File: src/rtl/ascon_pack.sv
// Shared types and constants for the Ascon datapath slice.
package ascon_pack;

   typedef enum logic {FILL, FULL} gather_state_t;

   // One Ascon-128 rate block is 64 bits, i.e. two words of the 32-bit bus.
   localparam int RATE_WORDS = 2;

endpackage

File: src/rtl/register_w_en.sv
// Plain register with load enable and asynchronous active-low reset to zero.
module register_w_en #(
   parameter int nb_bits_g = 32
) (
   input  logic                 clock_i,
   input  logic                 resetb_i,
   input  logic                 en_i,
   input  logic [nb_bits_g-1:0] data_i,
   output logic [nb_bits_g-1:0] data_o
);

   always_ff @(posedge clock_i or negedge resetb_i) begin
      if (!resetb_i) begin
         data_o <= '0;
      end else if (en_i) begin
         data_o <= data_i;
      end
   end

endmodule

File: src/rtl/word_gather_reg.sv
// Gathers NB_WORDS_G bus words into one block (first word in the MSBs) with
// valid/ready on both sides, partial final blocks and a synchronous clear.
module word_gather_reg
   import ascon_pack::*;
#(
   parameter  int WORD_W_G   = 32,
   parameter  int NB_WORDS_G = RATE_WORDS,
   localparam int CNT_W_G    = $clog2(NB_WORDS_G + 1)
) (
   input  logic                           clock_i,
   input  logic                           resetb_i,
   input  logic                           clear_i,
   input  logic                           in_valid_i,
   output logic                           in_ready_o,
   input  logic [WORD_W_G-1:0]            data_i,
   input  logic                           last_i,
   output logic                           block_valid_o,
   input  logic                           block_ready_i,
   output logic [WORD_W_G*NB_WORDS_G-1:0] block_o,
   output logic [CNT_W_G-1:0]             nb_words_o,
   output logic                           last_o
);

   localparam logic [CNT_W_G-1:0] NB_WORDS_C = CNT_W_G'(NB_WORDS_G);
   localparam logic [CNT_W_G-1:0] ONE_C      = CNT_W_G'(1);

   gather_state_t        state, state_n;
   logic [CNT_W_G-1:0]   cnt, cnt_n, cnt_inc, nb_words_n;
   logic                 last_n;
   logic                 accept;
   logic                 xfer;

   // Ready passes straight through in FULL so a draining block can refill at once.
   assign in_ready_o    = (state == FILL) || block_ready_i;
   assign block_valid_o = (state == FULL);
   assign accept        = in_valid_i && in_ready_o;
   assign xfer          = block_valid_o && block_ready_i;
   assign cnt_inc       = cnt + ONE_C;

   always_ff @(posedge clock_i or negedge resetb_i) begin
      if (!resetb_i) begin
         state      <= FILL;
         cnt        <= '0;
         nb_words_o <= '0;
         last_o     <= 1'b0;
      end else begin
         state      <= state_n;
         cnt        <= cnt_n;
         nb_words_o <= nb_words_n;
         last_o     <= last_n;
      end
   end

   always_comb begin
      state_n    = state;
      cnt_n      = cnt;
      nb_words_n = nb_words_o;
      last_n     = last_o;
      if (clear_i) begin
         state_n    = FILL;
         cnt_n      = '0;
         nb_words_n = '0;
         last_n     = 1'b0;
      end else if (state == FILL) begin
         if (accept) begin
            cnt_n = cnt_inc;
            if ((cnt_inc == NB_WORDS_C) || last_i) begin
               state_n    = FULL;
               nb_words_n = cnt_inc;
               last_n     = last_i;
            end
         end
      end else if (xfer) begin
         // A word accepted during the drain opens the next block in slot 0.
         state_n    = FILL;
         cnt_n      = '0;
         nb_words_n = '0;
         last_n     = 1'b0;
         if (accept) begin
            cnt_n = ONE_C;
            if ((NB_WORDS_G == 1) || last_i) begin
               state_n    = FULL;
               nb_words_n = ONE_C;
               last_n     = last_i;
            end
         end
      end
   end

   for (genvar i = 0; i < NB_WORDS_G; i++) begin : g_slot
      logic wr_word;
      logic wr_zero;

      // Zeroing on drain or clear keeps unwritten slots of the next block at 0.
      assign wr_word = !clear_i && accept &&
                       (((state == FILL) && (cnt == CNT_W_G'(i))) ||
                        ((state == FULL) && (i == 0)));
      assign wr_zero = clear_i || xfer;

      register_w_en #(
         .nb_bits_g (WORD_W_G)
      ) u_slot (
         .clock_i  (clock_i),
         .resetb_i (resetb_i),
         .en_i     (wr_word || wr_zero),
         .data_i   (wr_word ? data_i : '0),
         .data_o   (block_o[WORD_W_G*(NB_WORDS_G-i)-1 -: WORD_W_G])
      );
   end

endmodule

File: config.mk
export PLATFORM = sky130hd
export DESIGN_NAME = word_gather_reg
export DESIGN_NICKNAME = d
export VERILOG_FILES = /design/src/rtl/ascon_pack.sv /design/src/rtl/register_w_en.sv /design/src/rtl/word_gather_reg.sv
export SDC_FILE = /design/constraint.sdc
export NUM_CORES = 1
export LEC_CHECK = 0
export ABC_AREA = 1
export BUFFER_PORTS_ARGS = -buffer_cell sky130_fd_sc_hd__buf_2
export CELL_PAD_IN_SITES_DETAIL_PLACEMENT = 1
export CELL_PAD_IN_SITES_GLOBAL_PLACEMENT = 1
export CORE_ASPECT_RATIO = 0.75
export CORE_MARGIN = 2
export CORE_UTILIZATION = 25
export DETAILED_ROUTE_END_ITERATION = 8
export PLACE_DENSITY = 0.68
export SLEW_MARGIN = 20
export SYNTH_ARGS = -nofsm -noshare
export SYNTH_HDL_FRONTEND = slang
export SYNTH_HIERARCHICAL = 1
export SYNTH_SLANG_ARGS = --single-unit
File: constraint.sdc
create_clock -name clock_i -period 3.15 [get_ports clock_i]
set_input_delay 0.63 -clock clock_i [delete_from_list [all_inputs] [get_ports clock_i]]
set_output_delay 0.63 -clock clock_i [all_outputs]
set_load 0.05 [all_outputs]
# After elaboration in Yosys (flattened, before gate mapping)
# Cells that the tools add are included.
[word_totals]
mem_bits_ro = 0
memories = 0
inputBits = 38
latch_bits = 0
elab_cells = 56
mem_bits_rw = 0
out_inout_bits = 69
register_bits = 70
[classes]
bitwise = 1
shift = 0
n_mul = 0
n_reduce_logical = 19
mux = 26
n_eq_ne = 3
div_mod_pow = 0
n_lt_le_gt_ge = 0
n_addsub = 1
[op_table]
columns = ["op", "count"]
rows = [
  ["two-way mux 32 bit", 2],
  ["two-way mux 2 bit", 9],
  ["two-way mux 1 bit", 15],
  ["logical AND 1 bit", 7],
  ["logical OR 1 bit", 6],
  ["nonzero test 3 bit", 2],
  ["!= test 3 x 2 -> 1 bit (second input constant)", 1],
  ["AND reduction 3 bit", 1],
  ["adder 2 x 1 -> 2 bit (second input constant)", 1],
  ["== test 2 x 1 -> 1 bit (second input constant)", 1],
  ["== test 2 bit (second input constant)", 1],
  ["logical NOT 2 bit", 1],
  ["AND reduction 2 bit", 1],
  ["logical NOT 1 bit", 1],
  ["NOT 1 bit", 1],
]

# Longest topological paths before layout
[logic_depth]
word_depth = 7
ltp_mapped = 12
mapped_depth_nobuf = 9

# Cells and area by module
# The synthesis kept the hierarchy.
[modules_own_cells]
columns = ["mod", "cells_per_inst", "seq_area_each_um2", "n_inst", "area_each_um2"]
rows = [
  ["register_w_en", 136, 800.8, 2, 1292.5],
  ["word_gather_reg", 163, 150.1, 1, 833.3],
]

# Least setup slack after synthesis
# No wires, ideal clock.
[synth_timing]
path_kind = "register -> register"
startpoint = "reg state (netlist: block_valid_o)"
endpoint = "reg g_slot[0].u_slot.data_o[31]"
period_less_slack_ns = 2.081
setup_slack_ns = 1.069
required_ns = 3.031
path_buffers = 3
stages_incl_launch_ff = 11
setup_ns = 0.119
t_arrival_ns = 1.962
path_cell_list = "dfrtp_1 > nand2_2 > nand2_1 > nor2_2 > o21ai_2 > buf_4 > nand2_1 > buf_6 > clkbuf_8 > nand2_1 > nand2_1"
[synth_via]
elab_chain_len = 6
word_cells_on_any_way = 11
classes_between = "1 x mux; 1 x bitwise; 9 x reduce/logical"
[synth_rtl]
columns = ["item", "line", "rtl"]
rows = [
  ["start: declaration", "word_gather_reg.sv:27", "gather_state_t state, state_n;"],
  ["start signal: assignment", "word_gather_reg.sv:47", "state <= state_n;"],
  ["NOT 1 bit *", "word_gather_reg.sv:34", "assign in_ready_o = (state == FILL) || block_ready_i;"],
  ["logical OR 1 bit *", "word_gather_reg.sv:34", ""],
  ["via in_ready_o", "word_gather_reg.sv:14", "output logic in_ready_o,"],
  ["logical AND 1 bit *", "word_gather_reg.sv:36", "assign accept = in_valid_i && in_ready_o;"],
  ["logical AND 1 bit * (2 in series)", "word_gather_reg.sv:95", "assign wr_word = !clear_i && accept &&"],
  ["two-way mux 32 bit / logical OR 1 bit (equally long branches)", "word_gather_reg.sv:106, word_gather_reg.sv:105", ""],
  ["end signal: assignment", "register_w_en.sv:16", "data_o <= data_i;"],
  ["end: declaration", "register_w_en.sv:9", "output logic [nb_bits_g-1:0] data_o"],
]
# Mark *: on every way through the listed nets, which the timed path passes. The rest lies on a longest branch.
# A chain may end at the register's enable or synchronous reset.

# Worst setup path in the final report
[layout_timing]
startpoint = "reg cnt[0]"
endpoint = "reg g_slot[0].u_slot.data_o[19]"
[layout_via]
elab_chain_len = 5
word_cells_on_any_way = 6
classes_between = "1 x mux; 5 x reduce/logical"
[layout_rtl]
columns = ["item", "line", "rtl"]
rows = [
  ["start: declaration", "word_gather_reg.sv:28", "logic [CNT_W_G-1:0] cnt, cnt_n, cnt_inc, nb_words_n;"],
  ["start signal: assignment", "word_gather_reg.sv:48", "cnt <= cnt_n;"],
  ["logical NOT 2 bit *", "word_gather_reg.sv:96", "(((state == FILL) && (cnt == CNT_W_G'(i))) ||"],
  ["logical AND 1 bit *", "word_gather_reg.sv:96", ""],
  ["logical OR 1 bit *", "word_gather_reg.sv:96", ""],
  ["logical AND 1 bit *", "word_gather_reg.sv:95", ""],
  ["two-way mux 32 bit / logical OR 1 bit (equally long branches)", "word_gather_reg.sv:106, word_gather_reg.sv:105", ""],
]
# Mark *: on every way between the ends. The rest lies on a longest branch, timed or not.

==> impl_metrics.tcl <==
set metrics [dict create \
    status "complete, no violations" \
    dp_hpwl_um 7140 \
    setup_viol 0 \
    place_congestion 0.812 \
    path_class "register to register" \
    worst-path-buf-inv 2 \
    dieWidth_um 139 \
    power_density_nw_per_um2 616 \
    max_stage_delay_ns 0.43 \
    first_iter_violations 95 \
    rsz0062_at_grt "false" \
    hold_buffers 0 \
    finalSetupTns_ns 0 \
    ff2ff_path_depth 7 \
    final_common_cell "nand2_1" \
    maxCapViolations 0 \
    yosysSeqAreaShare 0.512 \
    die-area_um2 14600 \
    core_um2 13200 \
    cts-root-buf "clkbuf_16" \
    crit_start "cnt[0]" \
    min_period_over_period 0.600 \
    critical_path.cell_chain "inv_1 > ha_1 > o21ai_2 > nand2_1 > inv_8 > nand2_1 > nand2_1" \
    io_pins 107 \
    wire_per_inst_um 13.7 \
    required_ns 3.42 \
    antennaDiodeCount 0 \
    rr_startpoint "cnt[0]" \
    r2r-end "g_slot[0].u_slot/data_o[19]" \
    cts_max_path_buffers 2 \
    cp.arrival_ns 2.17 \
    netlist_area_um2 3420 \
    met3_usage 0.0454 \
    numCtsBuffers 9 \
    path_clk_slew_ns 0.06 \
    busiest_layer "met2" \
    cp_common_cell "nand2_1" \
    grt_max_degree 71 \
    cts_resized 0 \
    worst-slew-pin-transition_ns 0.929 \
    ys_ff_latch 70 \
    ant_nets 0 \
    synth_cell_types 18 \
    slowest_stage "dfrtp_1" \
    ys_async_sr_fraction 1.00 \
    layout-area-overhead-vs-synth_pct 25.2 \
    die_h_um 105 \
    clk_latency_ns 0.34 \
    fin_crit_ns 1.89 \
    postCtsSetupBuffers 0 \
    wl_um 9800 \
    avgViaCountPerCell 4.17 \
    use_met2 0.216 \
    hp-class "input pin to async pin" \
    critical_path_depth 7 \
    dr.pass1.iters 4 \
    ys.flop_type "dfrtp_1" \
    timing_hold_violations_final 0 \
    track_usage 0.141 \
    drc 0 \
    synthCells 435 \
    use_met1 0.187 \
    antenna_found_initial 1 \
    p_leak_nw 2.69 \
    grt_remaining_overflow 0 \
    skew_ns 0.00528 \
    final_layout_size_suffix_gt1_frac 0.284 \
    r2r_slack_ns 1.26 \
    clock.fmax_mhz 529 \
    synth_edf_count 0 \
    cts-htree-levels 3 \
    utilization 0.325 \
    postSynthAreaPerCell_um2 7.86 \
    path_delay_family "simple AND/OR/NAND/NOR gates" \
    ir_worst_vdd_uv 271 \
    grt_pass1_wl_um 16100 \
    yosys_warnings 6 \
    cp_max_fo 32 \
    vias 2976 \
    nNetsFinal 578 \
    crit_path_end "g_slot[0].u_slot/data_o[19]" \
    final_cell_mix "nand2_1 (193), buf_2 (105), dfrtp_1 (70)" \
    placementRows 36 \
    start_util 0.260 \
    clock-sinks 70 \
    port_buffers 106 \
    slew_violations 0 \
    crit_path_start_kind "register" \
    synth_nets 476 \
    tritoncts "yes" \
    first_global_vias 3175 \
    cp-end-kind "register" \
    relSlewSlack 0.381 \
]
[flip-flops by register name, indices dropped and copies added (netlist names)]
register	cells
cnt	2
g_slot.u_slot/data_o	64
nb_words_o	2
last_o	1
block_valid_o	1
[per-stage QoR]
step	hold WS, ns	setup slack (ns)	cells	cell area, um2	power (mW)
detailed placement	0.458	0.960	697	3960	1.56
finish	0.438	1.26	713	4280	2.64
CTS	0.466	1.22	713	4280	2.68
floorplan	0.334	1.07	435	3420	1.43
global route	0.500	1.08	713	4280	2.76
global placement	0.452	0.987	697	3960	1.55
[report_power, final]
part	switching (mW)	leakage [nW]	internal, mW
Sequential	0.0411	0.960	0.959
Combinational	0.415	1.57	0.119
Clock	0.391	0.154	0.711
[per-layer routing]
layer	vias to the layer above	routed length, um
met2	74	4310
met1	1416	4820
li1	1472	-
met5	-	11
met3	12	544
met4	2	119
[cell type report]
type,instances,area (um2)
multi-input cells,300,1240
flip-flops and latches,70,1750
clock buffers,10,239
well taps,171,214
repair buffers,111,571
inverters,45,184
fillers,1648,8870
clock inverters,6,85.1
[cells in the mapped netlist (3+ instances only)]
| master | n | area, um2 |
|---|---|---|
| nand2_1 | 193 | 724 |
| ha_1 | 3 | 37.5 |
| dfrtp_1 | 70 | 1750 |
| o21ai_0 | 4 | 20.0 |
| a21oi_1 | 3 | 15.0 |
| nor2_1 | 69 | 259 |
| buf_4 | 3 | 22.5 |
| nand2_2 | 21 | 131 |
| inv_1 | 43 | 161 |
| clkbuf_8 | 6 | 82.6 |
| buf_6 | 9 | 101 |
[how the worst min path moves through the flow]
stage | start | end | cells past startpoint
global placement | g_slot[0].u_slot/data_o[17] | g_slot[0].u_slot/data_o[17] | 2
finish | resetb_i | g_slot[1].u_slot/data_o[0] | 1
global route | g_slot[1].u_slot/data_o[8] | g_slot[1].u_slot/data_o[8] | 2
CTS | resetb_i | g_slot[0].u_slot/data_o[1] | 1
floorplan | resetb_i | block_valid_o | 0
detailed placement | g_slot[1].u_slot/data_o[21] | g_slot[1].u_slot/data_o[21] | 2
[cells by family after synthesis]
group | count (synthesis) | share of synthesized area
AND/OR/NAND/NOR | 289 | 0.338
flip-flops | 70 | 0.512
adder cells (fa/ha/maj) | 3 | 0.0110
AO/OA/AOI/OAI | 8 | 0.0128
buffers and inverters | 65 | 0.126
(Power assumes the default switching activity.)
